$ cat config.mk
export PLATFORM = sky130hd
export DESIGN_NAME = inst_loader
export DESIGN_NICKNAME = d
export VERILOG_FILES = /design/src/rtl/inst_loader_pkg.sv /design/src/rtl/inst_loader_byte_assembler.sv /design/src/rtl/inst_loader.sv
export SDC_FILE = /design/constraint.sdc
export NUM_CORES = 1
export LEC_CHECK = 0
export ABC_AREA = 0
export BUFFER_PORTS_ARGS = -buffer_cell sky130_fd_sc_hd__buf_4
export CAP_MARGIN = 20
export CORE_MARGIN = 3
export CORE_UTILIZATION = 40
export CTS_CLUSTER_DIAMETER = 30
export CTS_CLUSTER_SIZE = 14
export DETAILED_ROUTE_END_ITERATION = 7
export PLACE_DENSITY = 0.58
export SYNTH_ARGS = -nofsm -noshare
export SYNTH_HDL_FRONTEND = slang
export SYNTH_SLANG_ARGS = --single-unit
$ cat constraint.sdc
create_clock -name i_clk -period 2.9 [get_ports i_clk]
set_clock_uncertainty 0.15 [all_clocks]
set_input_delay 0.435 -clock i_clk [delete_from_list [all_inputs] [get_ports i_clk]]
set_output_delay 0.435 -clock i_clk [all_outputs]
set_load 0.01 [all_outputs]
$ cat src/rtl/inst_loader_pkg.sv
// Shared definitions for the instruction loader: default widths, bytes per
// instruction word, the HALT word and the FSM state encoding.
// Optional feature macro: INST_LOADER_CHECKSUM_EN adds the CHK state.
package inst_loader_pkg;

  localparam int unsigned DEF_INST_BITS = 32;
  localparam int unsigned DEF_NBITS     = 8;
  localparam int unsigned WORD_BYTES    = DEF_INST_BITS / DEF_NBITS;

  // Writing this word ends the session.
  localparam logic [DEF_INST_BITS-1:0] HALT_WORD = '1;

`ifdef INST_LOADER_CHECKSUM_EN
  typedef enum logic [2:0] {
    ST_IDLE  = 3'd0,
    ST_RECV  = 3'd1,
    ST_SETUP = 3'd2,
    ST_WRITE = 3'd3,
    ST_DONE  = 3'd4,
    ST_CHK   = 3'd5
  } state_t;
`else
  typedef enum logic [2:0] {
    ST_IDLE  = 3'd0,
    ST_RECV  = 3'd1,
    ST_SETUP = 3'd2,
    ST_WRITE = 3'd3,
    ST_DONE  = 3'd4
  } state_t;
`endif

endpackage

$ cat src/rtl/inst_loader_byte_assembler.sv
// Shifts received bytes into one instruction word, first byte ending up in
// the most significant position. word/word_ready present the completed word
// combinationally in the cycle its last byte is strobed, so the caller can
// register it on that same edge.
module byte_assembler
  import inst_loader_pkg::*;
#(
  parameter int unsigned NBITS      = DEF_NBITS,
  parameter int unsigned WORD_BYTES_P = WORD_BYTES
) (
  input  logic                        clk,
  input  logic                        rst,
  input  logic                        clear,
  input  logic                        en,
  input  logic [NBITS-1:0]            data,
  input  logic                        valid,
  output logic [NBITS*WORD_BYTES_P-1:0] word,
  output logic                        word_ready
);

  localparam int unsigned W  = NBITS * WORD_BYTES_P;
  localparam int unsigned CW = (WORD_BYTES_P > 1) ? $clog2(WORD_BYTES_P) : 1;

  logic [W-1:0]  shift_q;
  logic [CW-1:0] count_q;
  logic          take;
  logic          last;

  assign take       = en && valid;
  assign last       = take && (count_q == CW'(WORD_BYTES_P - 1));
  assign word       = {shift_q[W-NBITS-1:0], data};
  assign word_ready = last;

  // Shift register and byte counter; the counter wraps after a full word.
  always_ff @(posedge clk) begin
    if (!rst) begin
      // NOTE: the shift register is a plain storage array yet is still reset,
      // so a half-assembled word can never leak into the next session.
      shift_q <= '0;
      count_q <= '0;
    end else if (clear) begin
      shift_q <= '0;
      count_q <= '0;
    end else if (take) begin
      shift_q <= word;
      count_q <= last ? '0 : count_q + CW'(1);
    end
  end

endmodule

$ cat src/rtl/inst_loader.sv
// Instruction loader: assembles received bytes into words and writes them to
// an instruction memory through a SETUP/WRITE handshake, advancing the address
// by 4 per word until a HALT word or the last memory word.
// Optional feature macro: INST_LOADER_CHECKSUM_EN -- after HALT, one extra
// byte is compared with the XOR of all session bytes (o_chk_err on mismatch).
module inst_loader
  import inst_loader_pkg::*;
#(
  parameter int unsigned INST_BITS = DEF_INST_BITS,
  parameter int unsigned NBITS     = DEF_NBITS,
  parameter int unsigned CELLS     = 256
) (
  input  logic                 i_clk,
  input  logic                 i_rst,
  input  logic                 i_start,
  input  logic [NBITS-1:0]     i_rx_data,
  input  logic                 i_rx_valid,
  output logic [INST_BITS-1:0] o_dbg_addr,
  output logic [INST_BITS-1:0] o_dbg_inst,
  output logic                 o_dbg_wr_en,
  output logic                 o_busy,
  output logic                 o_done,
  output logic                 o_full
`ifdef INST_LOADER_CHECKSUM_EN
  ,
  output logic                 o_chk_err
`endif
);

  localparam int unsigned        NB        = INST_BITS / NBITS;
  localparam logic [INST_BITS-1:0] LAST_ADDR = INST_BITS'(CELLS - 4);
  localparam logic [INST_BITS-1:0] HALT      = INST_BITS'(HALT_WORD);

  state_t                state_q;
  state_t                state_d;
  logic [INST_BITS-1:0]  word;
  logic                  word_ready;
  logic                  start_session;
  logic                  is_halt;
  logic                  at_last;

  assign start_session = i_start && ((state_q == ST_IDLE) || (state_q == ST_DONE));
  assign is_halt       = (o_dbg_inst == HALT);
  assign at_last       = (o_dbg_addr == LAST_ADDR);

  byte_assembler #(
    .NBITS        (NBITS),
    .WORD_BYTES_P (NB)
  ) u_asm (
    .clk        (i_clk),
    .rst        (i_rst),
    .clear      (start_session),
    .en         (o_busy),
    .data       (i_rx_data),
    .valid      (i_rx_valid),
    .word       (word),
    .word_ready (word_ready)
  );

  // State register.
  always_ff @(posedge i_clk) begin
    // NOTE: sequential state uses non-blocking assignment so every flop
    // samples values from before the clock edge, regardless of block order.
    if (!i_rst) state_q <= ST_IDLE;
    else        state_q <= state_d;
  end

  // Next-state logic and state-decoded outputs.
  always_comb begin
    // NOTE: every output of this block gets a default first so no path
    // leaves it unassigned, which would otherwise infer a latch.
    state_d     = state_q;
    o_busy      = 1'b0;
    o_dbg_wr_en = 1'b0;
    o_done      = 1'b0;
    unique case (state_q)
      ST_IDLE: begin
        if (i_start) state_d = ST_RECV;
      end
      ST_RECV: begin
        o_busy = 1'b1;
        if (word_ready) state_d = ST_SETUP;
      end
      ST_SETUP: begin
        o_busy  = 1'b1;
        state_d = ST_WRITE;
      end
      ST_WRITE: begin
        o_busy      = 1'b1;
        o_dbg_wr_en = 1'b1;
        if (is_halt) begin
`ifdef INST_LOADER_CHECKSUM_EN
          state_d = ST_CHK;
`else
          state_d = ST_DONE;
`endif
        end else if (at_last) begin
          state_d = ST_DONE;
        end else begin
          state_d = ST_RECV;
        end
      end
      ST_DONE: begin
        o_done = 1'b1;
        if (i_start) state_d = ST_RECV;
      end
`ifdef INST_LOADER_CHECKSUM_EN
      ST_CHK: begin
        if (i_rx_valid) state_d = ST_DONE;
      end
`endif
      default: state_d = ST_IDLE;
    endcase
  end

  // Address, instruction holding register and session status flags.
  always_ff @(posedge i_clk) begin
    if (!i_rst) begin
      o_dbg_addr <= '0;
      o_dbg_inst <= '0;
      o_full     <= 1'b0;
    end else begin
      if (start_session) begin
        o_dbg_addr <= '0;
        o_full     <= 1'b0;
      end
      if ((state_q == ST_RECV) && word_ready) o_dbg_inst <= word;
      // The address only advances when another word will follow, so it
      // stays on the last written word and never wraps.
      if ((state_q == ST_WRITE) && !is_halt) begin
        if (at_last) o_full     <= 1'b1;
        else         o_dbg_addr <= o_dbg_addr + INST_BITS'(4);
      end
    end
  end

`ifdef INST_LOADER_CHECKSUM_EN
  logic [NBITS-1:0] chk_acc_q;

  // Running XOR of session bytes, then the comparison with the trailing byte.
  always_ff @(posedge i_clk) begin
    if (!i_rst) begin
      chk_acc_q <= '0;
      o_chk_err <= 1'b0;
    end else if (start_session) begin
      chk_acc_q <= '0;
      o_chk_err <= 1'b0;
    end else begin
      if (o_busy && i_rx_valid) chk_acc_q <= chk_acc_q ^ i_rx_data;
      if ((state_q == ST_CHK) && i_rx_valid) o_chk_err <= (i_rx_data != chk_acc_q);
    end
  end
`endif

endmodule

### Word-level counts from Yosys, hierarchy flattened

Cells that the tools add are included.
Widths: inputs -> output; s select.

* $add $sub $neg: 2
* eq/ne operators: 9
* bitwise logic cells: 1
* multiplexer cells: 15
* reduce and logical (&&, ||, !) cells: 12

Operator list (count)
* $mux 32: 3
* $add 32x3->32 const B: 1
* $eq 32x32->1 const B: 1
* $eq 32x8->1 const B: 1
* $mux 3: 4
* $pmux 3 s4: 1
* $eq 3x2->1 const B: 2
* $mux 1: 6
* $logic_and 1x1->1: 5
* $ne 2x1->1 const B: 2
* $reduce_or 2->1: 2
* $eq 3x1->1 const B: 1
* $eq 3x3->1 const B: 1
* $logic_not 3->1: 1
* $reduce_or 3->1: 1
* $add 2x1->2 const B: 1
* $eq 2x2->1 const B: 1
* $mux 2: 1
* $reduce_and 2->1: 1
* $logic_not 1->1: 1
* $logic_or 1x1->1: 1
* $not 1->1: 1

* logic and storage cells: 45
* input bits: 12
* register bits: 94
* output and inout bits: 68

### Depth between registers and ports, before layout

Gate-level depths: netlist (run 1).

* word-level depth: 7
* depth in mapped cells: 7
* gate-level depth less buffers: 6

### By module

From an unflattened synthesis (run 1), not the netlist that was laid out.

* cells, all modules: 548
* area total of the unflattened synthesis: 4616.9 µm²

By module, submodules not included
* inst_loader: cells each 418, instances 1, area an instance 3268.1 µm², sequential area each 1361.3 µm²
* byte_assembler: cells each 130, instances 1, area an instance 1348.8 µm², sequential area each 520.5 µm²

### Worst setup path after synthesis (run 1)

Ideal clock, no wire load.

* path kind: register to register
* start: reg o_dbg_addr[13]
* end: reg o_dbg_addr[24]
* setup slack: 0.721 ns
* data arrival time: 1.913 ns
* stages on the path, launching flop included: 6
* buffers on the path: 0
* setup time: 0.116 ns
* data required time: 2.634 ns
* clock period less this slack: 2.179 ns
* cells stage by stage: dfxtp_1 -> nand2_2 -> or4_4 -> a2111oi_4 -> a31oi_1 -> a41o_1

* word-level cells in the longest chain between the ends: 3
* elaborated cells between the ends (all ways): 4
* those cells by class: add/sub: 1; eq/ne: 1; mux: 2

Ends and longest elaborated chain
* from (decl): RTL line inst_loader.sv:18 `output logic [INST_BITS-1:0] o_dbg_addr,`
* from (signal assigned): RTL line inst_loader.sv:132 `else o_dbg_addr <= o_dbg_addr + INST_BITS'(4);`
* $add 32x3->32 / $eq 32x8->1 (equally long branches): RTL line inst_loader.sv:132, inst_loader.sv:44
* $mux 32 *: RTL line inst_loader.sv:131 `if (at_last) o_full <= 1'b1;`
* $mux 32 *: RTL line inst_loader.sv:130 `if ((state_q == ST_WRITE) && !is_halt) begin`

Every way passes the cells marked *; elsewhere a longest branch is shown, timed or not.
A chain may end at the register's enable or synchronous reset.

### Worst setup path after layout (run 1)

* start: reg o_dbg_inst[13]
* end: reg o_dbg_addr[23]

* word-level cells in the longest chain between the ends: 4

Ends and longest elaborated chain
* from (decl): RTL line inst_loader.sv:19 `output logic [INST_BITS-1:0] o_dbg_inst,`
* from (signal assigned): RTL line inst_loader.sv:127 `if ((state_q == ST_RECV) && word_ready) o_dbg_inst <= word;`
* $eq 32x32->1: RTL line inst_loader.sv:43 `assign is_halt = (o_dbg_inst == HALT);`
* $logic_not 1->1: RTL line inst_loader.sv:130
* $logic_and 1x1->1: RTL line inst_loader.sv:130
* $mux 32: RTL line inst_loader.sv:130

Every way passes these cells.

==> flow_metrics.py, run 1 <==
metrics = {
    "flow_run": {
        "maxCapViolations": 0,
    },
    "routing": {
        "routed-via-count": 3948,
        "drtIter0Drc": 206,
        "avgViaCountPerCell": 5.468,
        "routedWlPerCell_um": 15.38,
        "drc": 0,
        "firstDrtPassIters": 4,
        "wl_um": 11100,
        "ant_nets": 0,
    },
    "clock_network": {
        "h-tree-depth": 3,
        "cts_root_buf": "clkbuf_8",
        "hold_buffers": 0,
        "numCtsBuffers": 9,
        "cts_tree": "yes",
        "worstSkewPairLatency_ns": 0.35,
        "cts_resized": 0,
        "postCtsSetupRepairBufs": 0,
        "clk_pin_slew_worst_paths_ns": 0.09,
        "clkSinkCount": 94,
        "clockBufferDepth": 2,
    },
    "critical_path": {
        "arrival_ns": 2.58,
        "crit_path_end_kind": "flip-flop",
        "cp_cell_sequence": "nand4_1, nor4_1, buf_4, a21oi_1, nand2_1, a31o_2",
        "cpPeakStageDelay_ns": 0.81,
        "critPathMaxFanout": 13,
        "cp-start-kind": "flip-flop",
        "cp.required_ns": 3.01,
        "path_class": "reg -> reg",
        "crit_slowest_cell": "a21oi_1",
    },
    "sta": {
        "setup_tns_ns": 0,
        "worstMarginPinSlew_ns": 1.026,
        "rsz0062_at_grt": "false",
        "timing.final.crit_share": 0.8530,
        "timing_hold_violations_final": 0,
        "fin_crit_ns": 2.474,
        "setup_viol": 0,
        "relSlewSlack": 0.3161,
        "clock.fmax_mhz": 404.2,
        "slew_violations": 0,
    },
    "synth": {
        "synth_compound_area_frac": 0.1862,
        "synth-xor-area-share": 0.002158,
        "ys.flop_type": "dfxtp_1",
        "synth.mux.area_fraction": 0.01480,
        "synthDistinctLibCells": 50,
        "netlist.area_leader.share": 0.4636,
        "async_reset_ff_frac": 0,
        "ys_ff_latch": 94,
        "synth-edff-count": 0,
        "seq_area_frac_synth": 0.4636,
        "yosys_warnings": 0,
        "synthAdderAreaFrac": 0.006165,
        "syn_nets": 525,
        "synth_area_leaders": "dfxtp_1, nand2_1, a21oi_1",
        "yosys.area.top_type": "dfxtp_1",
        "avgSynthCellArea_um2": 7.943,
        "synth_area_um2": 4059,
        "yosys.area_share.simple": 0.2891,
        "syn_inst": 511,
        "synth_top_family_by_area": "simple AND/OR/NAND/NOR gates",
    },
    "global_routing": {
        "first_global_vias": 3822,
        "grt_max_degree": 33,
        "antenna_found_initial": 0,
        "grtUsageTotal": 0.2024,
        "grt-ovfl-total": 0,
        "grt_pass1_wl_um": 18710,
    },
    "power_and_ir_drop": {
        "power_w": 0.002243,
        "powerDensity_nw_per_um2": 449.0,
        "p_leak_nw": 1.834,
        "ir_worst_vdd_mv": 0.2514,
    },
    "final_layout": {
        "diodes": 0,
        "final_util": 0.5087,
        "fin_nets": 598,
        "num-fill-cells": 1023,
        "stdcell_count": 722,
        "final_area_um2": 4995,
        "syn_to_final_growth_pct": 23.06,
        "drive_gt1_frac": 0.2088,
    },
    "outcome": {
        "status": "completed",
    },
    "placement": {
        "place_area_um2": 4798,
        "port_buffers": 79,
        "dp_cells": 706,
        "hpwl_um": 7867,
        "gp_congestion": 0.8554,
    },
    "floorplanning": {
        "start_util": 0.4134,
        "die_w_um": 106.7,
        "fp.dieArea_um2": 11390,
        "die_y_um": 106.7,
        "ioPinCount": 80,
        "coreArea_um2": 9819,
        "rows": 36,
    },
    "min_path": {
        "worstHoldPathType": "in -> reg",
    },
}
[synth_stat cells, types with 2 or more instances]
| cell type | n |
|---|---|
| and4_1 | 3 |
| nor3_1 | 5 |
| a31oi_1 | 4 |
| a41o_1 | 2 |
| nor4_1 | 12 |
| nand2b_1 | 10 |
| and2_1 | 2 |
| mux2i_1 | 6 |
| a21oi_1 | 75 |
| or4_1 | 5 |
| and3_1 | 9 |
| nor4b_1 | 2 |
| nand4_1 | 18 |
| o21a_1 | 2 |
| buf_4 | 2 |
| o311ai_0 | 4 |
| clkbuf_1 | 24 |
| o21ai_0 | 5 |
| nand2_2 | 2 |
| nand3_1 | 14 |
| dfxtp_1 | 94 |
| nand2_1 | 142 |
| ha_1 | 2 |
| o31ai_1 | 9 |
| or3_1 | 3 |
| o211ai_1 | 9 |
| a31o_2 | 3 |
| buf_2 | 6 |
| nor2_1 | 13 |
| inv_1 | 4 |
[cell usage in the layout, fill, tap and decap left out, drive strengths merged, types with 2 or more instances in the layout]
master | Yosys | routed
clkinv | 1 | 3
nor2 | 13 | 13
o311ai | 4 | 4
nand2 | 144 | 144
a21o | 2 | 2
inv | 4 | 4
clkbuf | 24 | 14
nor4b | 2 | 2
and4 | 3 | 3
and3 | 10 | 10
ha | 2 | 2
nor3 | 6 | 6
and2 | 2 | 2
nand2b | 10 | 10
nand3 | 14 | 14
or4 | 7 | 7
o21ai | 6 | 6
a41o | 2 | 2
nand4 | 18 | 18
or3 | 3 | 3
a31o | 4 | 4
a21oi | 75 | 75
dfxtp | 94 | 94
buf | 8 | 94
mux2i | 6 | 6
a31oi | 4 | 4
o21a | 2 | 2
nor4 | 12 | 12
o31ai | 9 | 9
o211ai | 9 | 9
[worst max-delay path, delay by kind of cell (launching register included)]
kind                   cells  cell delay (ns)
buffers and inverters      1             0.16
and+or+nand+nor            3             0.59
AOI/OAI and AO/OA          2             1.16
DFF                        1             0.33
[flip-flops by register name (all words and copies together) (netlist names)]
signal         count
u_asm.count_q      2
o_full             1
u_asm.shift_q     24
o_dbg_addr        32
o_dbg_inst        32
state_q            3
[stage by stage]
stage	hold WS (ns)	setup slack, ns
floorplan	0.2821	0.7211
global placement	0.2969	0.4733
detailed placement	0.2981	0.4461
CTS	0.1704	0.4317
global route	0.1752	0.2438
finish	0.1823	0.4262
[power by group]
part / total, W / internal (W) / switching [W]
Clock: 0.000849 / 0.000407 / 0.000442
Combinational: 0.0000948 / 0.0000284 / 0.0000664
Sequential: 0.00130 / 0.00129 / 0.00000436
[cells by family after synthesis]
kind of cell,count (synthesis)
and+or+nand+nor,248
AOI/OAI and AO/OA,123
adders and majority gates,2
xor gates and xnor gates,1
DFF,94
buffers and inverters,37
muxes,6
[final timing paths]
check | from | endpoint | slack [ns] | depth (start not counted)
worst max-delay path | o_dbg_inst[13]$_SDFFE_PN0P_ | o_dbg_addr[23]$_SDFF_PN0_ | 0.43 | 6
worst min-delay path | i_rx_data[4] | u_asm.shift_q[4]$_SDFFE_PP0P_ | 0.18 | 3
worst max register to register | o_dbg_inst[13]$_SDFFE_PN0P_ | o_dbg_addr[23]$_SDFF_PN0_ | 0.43 | 6
worst min register to register | u_asm.shift_q[21]$_SDFFE_PP0P_ | u_asm.shift_q[21]$_SDFFE_PP0P_ | 0.31 | 2
[cell type report]
type                    count  area (um^2)  share of cell area
multi-input cells         380         2026              0.4056
inverters                   5        18.77            0.003758
well taps                 133        166.4             0.03332
repair buffers             94        705.7              0.1413
flip-flops and latches     94         1882              0.3768
clock buffers              14        182.7             0.03657
clock inverters             2        13.76            0.002756
[layer usage]
| layer | global-route usage | up-vias | wire [um] |
|---|---|---|---|
| li1 | - | 1964 | - |
| met1 | 0.2675 | 1862 | 4965 |
| met2 | 0.3323 | 104 | 5354 |
| met3 | 0.03010 | 18 | 579 |
| met4 | 0.08128 | 0 | 204 |
| met5 | 0 | - | 0 |
Note: power is estimated with default switching activity, not from simulation.
==> run 2: changes to the inputs <==
--- a/config.mk
+++ b/config.mk
@@ -8,7 +8,6 @@
 export ABC_AREA = 0
 export BUFFER_PORTS_ARGS = -buffer_cell sky130_fd_sc_hd__buf_4
 export CAP_MARGIN = 20
-export CORE_MARGIN = 3
 export CORE_UTILIZATION = 40
 export CTS_CLUSTER_DIAMETER = 30
 export CTS_CLUSTER_SIZE = 14
==> flow_metrics.py, run 2 (synthesis results as in run 1) <==
metrics = {
    "clock_network": {
        "cts_root_buf": "clkbuf_8",
        "clockBufferDepth": 2,
        "cts_resized": 0,
        "cts_tree": "yes",
        "h-tree-depth": 3,
        "numCtsBuffers": 9,
        "hold_buffers": 0,
        "worstSkewPairLatency_ns": 0.37,
        "clk_pin_slew_worst_paths_ns": 0.11,
        "clkSinkCount": 94,
        "postCtsSetupRepairBufs": 0,
    },
    "routing": {
        "avgViaCountPerCell": 5.390,
        "routedWlPerCell_um": 15.20,
        "firstDrtPassIters": 4,
        "drtIter0Drc": 222,
        "ant_nets": 0,
        "routed-via-count": 3886,
        "drc": 0,
        "wl_um": 10960,
    },
    "critical_path": {
        "path_class": "reg -> reg",
        "r2r_cells": 6,
        "cp.required_ns": 3.02,
        "arrival_ns": 2.70,
        "cp-start-kind": "flip-flop",
        "critPathMaxFanout": 13,
        "crit_path_end_kind": "flip-flop",
    },
    "sta": {
        "timing.final.crit_share": 0.8890,
        "timing_hold_violations_final": 0,
        "relSlewSlack": 0.2798,
        "rsz0062_at_grt": "false",
        "setup_viol": 0,
        "worstMarginPinSlew_ns": 1.080,
        "slew_violations": 0,
        "fin_crit_ns": 2.578,
        "setup_tns_ns": 0,
        "clock.fmax_mhz": 387.9,
    },
    "floorplanning": {
        "rows": 36,
        "fp.dieArea_um2": 10550,
        "die_y_um": 102.7,
        "coreArea_um2": 9819,
        "die_w_um": 102.7,
        "start_util": 0.4134,
        "ioPinCount": 80,
    },
    "placement": {
        "hpwl_um": 7597,
        "port_buffers": 79,
        "dp_cells": 705,
        "gp_congestion": 0.8798,
    },
    "final_layout": {
        "final_common_cell": "nand2_1",
        "syn_to_final_growth_pct": 23.61,
        "multi_input_area_um2": 2026,
        "num-fill-cells": 1013,
        "fin_nets": 597,
        "final_util": 0.5110,
        "ff_latch_area_um2": 1882,
        "reg_top3": "o_dbg_addr x32, o_dbg_inst x32, u_asm.shift_q x24",
        "layout_common_cells": "nand2_1, dfxtp_1, buf_4, a21oi_1, nand4_1",
        "stdcell_count": 721,
        "diodes": 0,
        "drive_gt1_frac": 0.2092,
    },
    "global_routing": {
        "grt_max_degree": 34,
        "grtUsageMet2": 0.3554,
        "met3_usage": 0.03864,
        "grt_pass1_wl_um": 17750,
        "first_global_vias": 3567,
        "met1_usage": 0.2930,
        "antenna_found_initial": 0,
        "grt-ovfl-total": 0,
        "grt_busiest_layer": "met2",
        "grtUsageTotal": 0.2170,
    },
    "power_and_ir_drop": {
        "p_leak_nw": 1.833,
        "ir_worst_vdd_mv": 0.2834,
        "powerDensity_nw_per_um2": 463.9,
    },
    "outcome": {
        "status": "completed",
    },
    "min_path": {
        "worstHoldPathType": "in -> reg",
        "hold_depth": 3,
    },
    "flow_run": {
        "maxCapViolations": 0,
    },
}
==> run 2: changes by cell type in the layout (fill, tap and decap cells not counted) <==
cell | previous run | this run
buf_12 | 0 | 1
clkinv_8 | 0 | 1
bufinv_16 | 0 | 1
clkinv_2 | 1 | 0
clkinv_4 | 1 | 0
clkbuf_1 | 1 | 0
inv_8 | 0 | 1
clkinvlp_4 | 0 | 2
inv_6 | 0 | 2
buf_4 | 94 | 92
clkbuf_8 | 13 | 9
==> run 2: cell type report <==
type / count / share of cell area
repair buffers: 93 / 0.1416
flip-flops and latches: 94 / 0.3751
clock buffers: 9 / 0.02469
multi-input cells: 380 / 0.4037
well taps: 133 / 0.03317
clock inverters: 7 / 0.01796
inverters: 5 / 0.003741
==> run 2: worst max-delay path, stage by stage (launching register included) <==
cell     delay, ns
dfxtp_1       0.34
nand4_1       0.13
nor4_1        0.10
buf_4         0.16
a21oi_1       0.85
nand2_1       0.38
a31o_2        0.36
==> run 2: path summary, 6_finish.rpt <==
kind	from	endpoint	slack (ns)
worst max-delay path	o_dbg_inst[13]$_SDFFE_PN0P_	o_dbg_addr[23]$_SDFF_PN0_	0.32
worst min-delay path	i_rx_data[5]	o_dbg_inst[5]$_SDFFE_PN0P_	0.16
worst max register to register	o_dbg_inst[13]$_SDFFE_PN0P_	o_dbg_addr[23]$_SDFF_PN0_	0.32
worst min register to register	u_asm.shift_q[16]$_SDFFE_PP0P_	o_dbg_inst[24]$_SDFFE_PN0P_	0.31
==> run 2: stage by stage <==
step / setup WS, ns / power [W] / cell area (um^2) / hold WS, ns
3_5_place_dp: 0.3532 / 0.001425 / 4803 / 0.2974
6_report: 0.3219 / 0.002328 / 5017 / 0.1555
5_1_grt: 0.2036 / 0.002427 / 5017 / 0.1489
3_3_place_gp: 0.3954 / 0.001424 / 4803 / 0.2977
2_1_floorplan: 0.7211 / 0.001383 / 4059 / 0.2821
4_1_cts: 0.3088 / 0.002355 / 5017 / 0.1468
==> run 2: where the power goes <==
group	internal (W)	switching (W)	leakage [nW]
clock network	0.000418	0.000515	0.101
logic	0.0000298	0.0000660	0.974
registers	0.00129	0.00000432	0.757
total	0.00174	0.000585	1.83
==> run 2: metal layers <==
| metal | up-vias | share of wire |
|---|---|---|
| li1 | 1959 | - |
| met1 | 1823 | 0.48 |
| met2 | 94 | 0.47 |
| met3 | 10 | 0.043 |
| met4 | 0 | 0.0084 |
| met5 | - | 0 |
